## src/rtl/mpll_lock_detect.sv

```systemverilog
// PLL lock detector: windowed PFD activity measurement with lock hysteresis,
// sticky lock-lost flag and frequency-error direction.
module mpll_lock_detect #(
  parameter int unsigned WINDOW_BITS = 16,
  parameter int unsigned LOCK_THR    = 655,
  parameter int unsigned UNLOCK_THR  = 3277,
  parameter int unsigned LOCK_COUNT  = 8
) (
  input  logic                   clock,
  input  logic                   reset_n,
  input  logic                   pol,
  input  logic                   enable,
  input  logic                   clear_lost,
  output logic                   locked,
  output logic                   lock_lost,
  output logic [WINDOW_BITS-1:0] active_cnt,
  output logic [1:0]             freq_dir,
  output logic                   window_done
);

  typedef logic [WINDOW_BITS-1:0] cnt_t;
  typedef enum logic [1:0] {
    UNLOCKED = 2'd0,
    ACQUIRE  = 2'd1,
    LOCKED   = 2'd2
  } state_e;

  localparam cnt_t ALL1 = '1;

  function automatic cnt_t sat_inc(cnt_t v, logic inc);
    return (inc && v != ALL1) ? v + cnt_t'(1) : v;
  endfunction

  logic   pol_m_q, pol_s_q, en_m_q, en_s_q;
  cnt_t   wcnt_q, wcnt_d;
  cnt_t   act_q, act_d, up_q, up_d, dn_q, dn_d;
  cnt_t   act_fin, up_fin, dn_fin;
  cnt_t   active_q, active_d;
  logic [1:0] dir_q, dir_d;
  logic   done_q, done_d;
  logic   locked_q, locked_d;
  logic   lost_q, lost_d;
  state_e state_q, state_d;
  logic [7:0] good_q, good_d, good_inc;
  logic   close, good_w, bad_w, lost_set;
  logic [31:0] act_ext;

  always_ff @(posedge clock) begin
    if (!reset_n) begin
      pol_m_q  <= 1'b0;
      pol_s_q  <= 1'b0;
      en_m_q   <= 1'b0;
      en_s_q   <= 1'b0;
      wcnt_q   <= '0;
      act_q    <= '0;
      up_q     <= '0;
      dn_q     <= '0;
      active_q <= '0;
      dir_q    <= 2'b00;
      done_q   <= 1'b0;
      locked_q <= 1'b0;
      lost_q   <= 1'b0;
      state_q  <= UNLOCKED;
      good_q   <= '0;
    end else begin
      pol_m_q  <= pol;
      pol_s_q  <= pol_m_q;
      en_m_q   <= enable;
      en_s_q   <= en_m_q;
      wcnt_q   <= wcnt_d;
      act_q    <= act_d;
      up_q     <= up_d;
      dn_q     <= dn_d;
      active_q <= active_d;
      dir_q    <= dir_d;
      done_q   <= done_d;
      locked_q <= locked_d;
      lost_q   <= lost_d;
      state_q  <= state_d;
      good_q   <= good_d;
    end
  end

  // The closing cycle's own sample is folded into the final counts
  always_comb begin
    close    = (wcnt_q == ALL1);
    wcnt_d   = wcnt_q + cnt_t'(1);
    act_fin  = sat_inc(act_q, en_s_q);
    up_fin   = sat_inc(up_q, en_s_q & pol_s_q);
    dn_fin   = sat_inc(dn_q, en_s_q & ~pol_s_q);
    act_d    = close ? '0 : act_fin;
    up_d     = close ? '0 : up_fin;
    dn_d     = close ? '0 : dn_fin;
    active_d = active_q;
    dir_d    = dir_q;
    done_d   = close;
    if (close) begin
      active_d = act_fin;
      if (up_fin > dn_fin)      dir_d = 2'b01;
      else if (dn_fin > up_fin) dir_d = 2'b10;
      else                      dir_d = 2'b00;
    end
  end

  // A saturated count is treated as exceeding every threshold
  always_comb begin
    act_ext  = 32'(act_fin);
    good_w   = (act_fin != ALL1) && (act_ext <= LOCK_THR);
    bad_w    = (act_fin == ALL1) || (act_ext > UNLOCK_THR);
    good_inc = good_q + 8'd1;
    state_d  = state_q;
    good_d   = good_q;
    lost_set = 1'b0;
    if (close) begin
      unique case (state_q)
        UNLOCKED: begin
          if (good_w) begin
            good_d  = 8'd1;
            state_d = (LOCK_COUNT == 1) ? LOCKED : ACQUIRE;
          end else begin
            good_d = '0;
          end
        end
        ACQUIRE: begin
          if (good_w) begin
            good_d = good_inc;
            if (32'(good_inc) == LOCK_COUNT) state_d = LOCKED;
          end else begin
            good_d  = '0;
            state_d = UNLOCKED;
          end
        end
        LOCKED: begin
          if (bad_w) begin
            good_d   = '0;
            state_d  = UNLOCKED;
            lost_set = 1'b1;
          end
        end
        default: begin
          good_d  = '0;
          state_d = UNLOCKED;
        end
      endcase
    end
    locked_d = (state_d == LOCKED);
    lost_d   = lost_set ? 1'b1 : (clear_lost ? 1'b0 : lost_q);
  end

  assign locked      = locked_q;
  assign lock_lost   = lost_q;
  assign active_cnt  = active_q;
  assign freq_dir    = dir_q;
  assign window_done = done_q;

endmodule
```

## config.mk

```make
export PLATFORM = sky130hd
export DESIGN_NAME = mpll_lock_detect
export DESIGN_NICKNAME = d
export VERILOG_FILES = /design/src/rtl/mpll_lock_detect.sv
export SDC_FILE = /design/constraint.sdc
export NUM_CORES = 1
export LEC_CHECK = 0
export CAP_MARGIN = 10
export CORE_MARGIN = 8
export CORE_UTILIZATION = 46
export DETAILED_ROUTE_END_ITERATION = 10
export GPL_TIMING_DRIVEN = 1
export PLACE_DENSITY = 0.62
export SYNTH_ARGS = -nofsm -noshare
export SYNTH_HDL_FRONTEND = slang
export SYNTH_SLANG_ARGS = --single-unit
export TNS_END_PERCENT = 50
```

## constraint.sdc

```tcl
create_clock -name clock -period 5.7 [get_ports clock]
set_input_delay 1.425 -clock clock [delete_from_list [all_inputs] [get_ports clock]]
set_output_delay 1.425 -clock clock [all_outputs]
set_load 0.005 [all_outputs]
```

==> results of run 1 <==
[routing by layer]
metal	vias up	track usage, %	routed length (um)
met2	43	22.6	4460
met5	-	0	0
met3	13	2.91	364
li1	2044	-	-
met1	1933	20.8	5370
met4	0	6.40	176
[flip-flops by register name, summed over array words and instances (netlist names)]
| signal | flops |
|---|---|
| act_q | 16 |
| wcnt_q | 16 |
| active_cnt | 16 |
| state_q | 2 |
| lock_lost | 1 |
| en_s_q | 1 |
| dn_q | 16 |
| en_m_q | 1 |
| window_done | 1 |
| pol_s_q | 1 |
| pol_m_q | 1 |
| up_q | 16 |
| freq_dir | 2 |
| locked | 1 |
| good_q | 8 |
[kinds of logic (layout without fill, tap and decap cells)]
family | after synthesis | in the layout | synth area share, %
XOR/XNOR | 52 | 52 | 9.16
buffers and inverters | 36 | 56 | 3.22
AND/OR/NAND/NOR | 290 | 290 | 30.9
AO/OA/AOI/OAI | 69 | 69 | 10.5
flip-flops | 99 | 99 | 39.8
adder cells (fa/ha/maj) | 21 | 21 | 5.28
multiplexers | 5 | 5 | 1.03
[power by group]
group | total [mW] | leakage [nW] | internal, mW | switching, mW
combinational | 0.0289 | 1.23 | 0.0116 | 0.0174
sequential | 0.699 | 0.799 | 0.695 | 0.00421
clock | 0.410 | 0.0863 | 0.171 | 0.240
[worst max-delay path: stages, from the launching register on]
cell and delay [ns]:
dfxtp_1 0.35, ha_1 0.24, nand4_1 0.13, nor3_1 0.09, a31oi_2 0.41, nand2_1 0.18
or4_1 0.58, nor3_1 0.21, xnor2_1 0.18, ha_1 0.28, a21o_1 0.18, a21o_1 0.17
a221oi_1 0.27, o211ai_1 0.15, o2bb2ai_1 0.15
[per-stage QoR]
stage | instance area [um^2] | util (%) | hold slack (ns) | instances
after floorplan | 4970 | - | 0.412 | 572
after global placement | 5300 | 49.6 | 0.416 | 716
after detailed placement | 5300 | 49.6 | 0.419 | 716
after CTS | 5470 | 51.2 | 0.441 | 732
after global routing | 5470 | 51.2 | 0.460 | 732
final | 5470 | 51.2 | 0.439 | 732
[cells in the mapped netlist (12+ instances only)]
library cell  number  share of area (%)
nor2_1            61                4.6
inv_1             12               0.91
nand3_1           43                4.3
nor2b_1           23                2.9
o21ai_0           12                1.2
and2_1            21                2.6
nand4_1           21                2.6
nand2_1           56                4.2
and3_1            13                1.6
xor2_1            19                3.3
xnor2_1           33                5.8
clkbuf_1          17                1.3
ha_1              21                5.3
dfxtp_1           99                 40
nor3_1            14                1.4
[worst paths after layout]
| check | startpoint | endpoint | cells after the start |
|---|---|---|---|
| min | pol_m_q | pol_s_q | 1 |
| max | up_q[0] | freq_dir[1] | 14 |
| min reg2reg | pol_m_q | pol_s_q | 1 |
| max reg2reg | up_q[0] | freq_dir[1] | 14 |
[area by class of cell]
cell class                 count  area [um^2]  share of cell area, %
multi-input combinational    437         2830                   51.7
sequential                    99         1980                   36.2
timing repair buffer          28          268                   4.89
tap                          140          175                   3.20
clock buffer                  12          145                   2.65
inverter                      12         45.0                  0.823
clock inverter                 4         26.3                  0.480
==> results.json, run 1 <==
{
  "ys_seq_area_share_pct": 39.8,
  "fin_skew_ns": 0.0178,
  "layout_setup_ws_ns": 1.99,
  "totalWireLength_um": 10400,
  "start_util_pct": 46.5,
  "final_common_cell": "dfxtp_1",
  "cts-buffers-inserted": 9,
  "powerDensity_mw_per_mm2": 208,
  "async_flop_share_pct": 0,
  "drc_errors": 0,
  "maxCapViolCount": 0,
  "cts-resized-gates": 0,
  "fp.coreArea_mm2": 0.0107,
  "syn_area_mm2": 0.00497,
  "drtIter0Drc": 181,
  "crit_required_ns": 5.93,
  "fin_nets": 613,
  "hold_viol": 0,
  "post_cts_buffers": 0,
  "antenna_found_initial": 0,
  "final_max_slew_viol_count": 0,
  "grt_first_pass_wirelength_um": 17900,
  "vias": 4033,
  "cp_max_fo": 8,
  "setup_tns_ns": 0,
  "io_buffers": 25,
  "synthToLayoutAreaGrowth_pct": 10.0,
  "io_pins": 26,
  "ir_worst_vdd_uv": 123,
  "synth_edf_count": 0,
  "tightest_slew_ns": 0.997,
  "via_per_inst": 5.51,
  "cts_sinks": 99,
  "total_power_mw": 1.14,
  "hold_path.class": "reg2reg",
  "fmax_mhz": 269,
  "rows": 38,
  "period_share_pct": 65.1,
  "rrSetupSlack_ns": 1.99,
  "hold_buffers": 0,
  "h-tree-depth": 3,
  "fill_cells": 1028,
  "cp-start-kind": "register",
  "synth_fp_nets": 598,
  "gp_congestion": 0.862,
  "synth_ff_type": "dfxtp_1",
  "drive_gt1_share_pct": 4.56,
  "path_class": "reg2reg",
  "postSynthAreaPerCell_um2": 8.69,
  "max_slew_margin_pct": 33.3,
  "cts_tree": "yes",
  "firstDrtPassIters": 4,
  "die_area_mm2": 0.0144,
  "grt_pass1_vias": 3780,
  "drt-wirelength-per-cell_um": 14.2,
  "die_w_um": 120,
  "crit_arrival_ns": 3.94,
  "clkLatencyLatePin_ns": 0.37,
  "synth_cell_types": 60,
  "final_cell_mix": "99 x dfxtp_1, 61 x nor2_1, 56 x nand2_1, 43 x nand3_1, 33 x xnor2_1",
  "clkTransAtPathRegs_ns": 0.09,
  "grt_max_degree": 39,
  "end_kind": "register",
  "cts-root-buf": "clkbuf_8",
  "ys_warn_count": 0,
  "die_y_um": 120,
  "synth_cells": 572,
  "grt.total_usage_pct": 15.1,
  "fin_crit_ns": 3.71,
  "dp_slack_ns": 2.01,
  "synth.ff_latch_count": 99,
  "antenna_cells": 0,
  "cts_buffer_depth": 2,
  "setup_viol": 0,
  "rsz0062_at_grt": "no",
  "ant_nets": 0,
  "grt-ovfl-total": 0,
  "status": "complete, no violations",
  "post-dp-hpwl_um": 7610,
  "leakage_nw": 2.12
}
Note: power is estimated with default switching activity, not from simulation.
==> inputs of run 2 (changes only) <==
==> constraint.sdc (replaced) <==
create_clock -name clock -period 3.5 [get_ports clock]
set_input_delay 0.875 -clock clock [delete_from_list [all_inputs] [get_ports clock]]
set_output_delay 0.875 -clock clock [all_outputs]
set_load 0.005 [all_outputs]
==> run 2 against run 1 <==
Hold slack gained 0.0085 ns. Sequential share of layout area is 0.54 points lower. Wire length rose by 3.2%. Setup slack lost 1.8 ns. Non-clock buffer count rose by 9.
==> results.json, run 2 (synthesized netlist as in run 1, its figures left out) <==
{
  "rrSetupSlack_ns": 0.23,
  "post-dp-hpwl_um": 7860,
  "p_clk_share_pct": 36.7,
  "setup_viol": 0,
  "crit_arrival_ns": 3.53,
  "cp_max_fo": 4,
  "p_int_mw": 1.43,
  "placedInstanceArea_mm2": 0.00536,
  "grt-ovfl-total": 0,
  "fmax_mhz": 305,
  "antenna_cells": 0,
  "crit_path_frequent_cell": "a21o_1",
  "die_area_mm2": 0.0144,
  "io_buffers": 25,
  "final_common_cell": "dfxtp_1",
  "rsz0062_at_grt": "no",
  "dp_slack_ns": 0.0783,
  "multi_input_area_mm2": 0.00285,
  "h-tree-depth": 3,
  "final_max_slew_viol_count": 0,
  "setup_tns_ns": 0,
  "p_switching_mw": 0.445,
  "period_share_pct": 93.6,
  "cp-start-kind": "register",
  "totalWireLength_um": 10700,
  "gp_congestion": 0.818,
  "pwr-share-seq_pct": 60.6,
  "synthToLayoutAreaGrowth_pct": 11.9,
  "grt_pass1_vias": 3937,
  "hold_viol": 0,
  "fin_nets": 622,
  "via_per_inst": 5.44,
  "path_class": "reg2reg",
  "cpMaxStageDelayCell": "or4_4",
  "final_cell_mix": "96 x dfxtp_1, 61 x nor2_1, 55 x nand2_1, 43 x nand3_1, 33 x xnor2_1",
  "leakage_nw": 2.15,
  "path_cells": "and4_1, and3_1, a31oi_2, nand2_2, or4_4, nor3_2, xnor2_1, ha_1, a21o_1, a21o_1, a221oi_1, o211ai_1, o2bb2ai_1",
  "vias": 4033,
  "antenna_found_initial": 0,
  "crit_required_ns": 3.76,
  "final_area_mm2": 0.00557,
  "start_util_pct": 46.5,
  "status": "complete, no violations",
  "fp.coreArea_mm2": 0.0107,
  "worst_path_largest_cell_delay_ns": 0.53,
  "die_y_um": 120,
  "seq_area_mm2": 0.00199,
  "fin_skew_ns": 0.0125,
  "swShare_pct": 23.7,
  "hold_path.class": "reg2reg",
  "whs_ns": 0.448,
  "fin_crit_ns": 3.27,
  "cts_sinks": 99,
  "end_kind": "register",
  "drc_errors": 0,
  "drt-wirelength-per-cell_um": 14.4,
  "firstDrtPassIters": 4,
  "io_pins": 26,
  "drtIter0Drc": 177,
  "grt_first_pass_wirelength_um": 18500,
  "grt_max_degree": 40,
  "maxCapViolCount": 0,
  "ant_nets": 0,
  "ir_worst_vdd_uv": 171,
  "cts-root-buf": "clkbuf_8",
  "drive_gt1_share_pct": 7.32,
  "clkTransAtPathRegs_ns": 0.10,
  "clkLatencyLatePin_ns": 0.37,
  "pwr-share-comb_pct": 2.7,
  "fill_cells": 1011,
  "layout_setup_ws_ns": 0.225,
  "cts_tree": "yes",
  "rows": 38,
  "powerDensity_mw_per_mm2": 337,
  "cts_buffer_depth": 2,
  "critical_path_buf_inv_count": 0,
  "max_slew_margin_pct": 57.1,
  "grt.total_usage_pct": 15.5,
  "cts-buffers-inserted": 9,
  "crit_family": "simple AND/OR/NAND/NOR gates",
  "die_w_um": 120,
  "tightest_slew_ns": 0.643
}
==> run 2: changes by cell type in the layout (fill, tap and decap cells not counted) <==
cell and delta:
clkinv_2 -2, nand2_2 +1, ha_2 +1, clkbuf_1 -1
or4_1 -1, ha_1 -1, nor3_2 +1, nand2_1 -1
nor3_1 -1, dfxtp_1 -3, clkinvlp_4 +3, dfxtp_2 +3
or4_4 +1, buf_4 +9
==> run 2: worst paths after layout <==
kind	from	to	cells after the start
hold / removal	pol_m_q	pol_s_q	1
setup reg to reg	up_q[10]	freq_dir[1]	13
setup / recovery	up_q[10]	freq_dir[1]	13
hold reg to reg	pol_m_q	pol_s_q	1
==> run 2: power groups by stage <==
stage | Sequential [mW] | Clock [mW] | Combinational (mW)
detailed placement | 1.17 | 0 | 0.0511
floorplan | 1.16 | 0 | 0.0353
CTS | 1.14 | 0.705 | 0.0516
global placement | 1.16 | 0 | 0.0501
global route | 1.14 | 0.749 | 0.0570
finish | 1.14 | 0.689 | 0.0509
==> run 2: routing by layer <==
| metal | vias up | share of wire [%] | global-route usage (%) |
|---|---|---|---|
| met2 | 61 | 45 | 24.7 |
| met1 | 1908 | 50 | 20.1 |
| met5 | - | 0 | 0 |
| met3 | 13 | 3.8 | 3.57 |
| met4 | 0 | 1.6 | 5.62 |
| li1 | 2051 | - | - |
==> run 2: metrics by stage <==
| stage | power, mW | std cells | utilization (%) |
|---|---|---|---|
| global route | 1.95 | 741 | 52.0 |
| floorplan | 1.20 | 572 | - |
| detailed placement | 1.22 | 724 | 50.1 |
| global placement | 1.21 | 724 | 50.1 |
| CTS | 1.90 | 740 | 51.8 |
| finish | 1.88 | 741 | 52.0 |
==> run 2: area by class of cell <==
class,instances,area share (%)
Multi-Input combinational cell,437,51.1
Sequential cell,99,35.7
Timing Repair Buffer,37,6.02
Tap cell,140,3.15
Clock buffer,11,2.54
Inverter,12,0.809
Clock inverter,5,0.697
==> run 2: repair_timing <==
item                                    CTS  global route
endpoints found under the setup margin    0             2
hold endpoints to repair                  0             0
hold buffers                              0             0
buffers inserted                          0             1
gates resized for setup                   0             7
==> run 2: worst reg2reg max path, stage by stage, from the launching register on <==
cell	delay (ns)
dfxtp_1	0.35
and4_1	0.23
and3_1	0.20
a31oi_2	0.22
nand2_2	0.10
or4_4	0.53
nor3_2	0.15
xnor2_1	0.16
ha_1	0.27
a21o_1	0.18
a21o_1	0.17
a221oi_1	0.29
o211ai_1	0.17
o2bb2ai_1	0.15
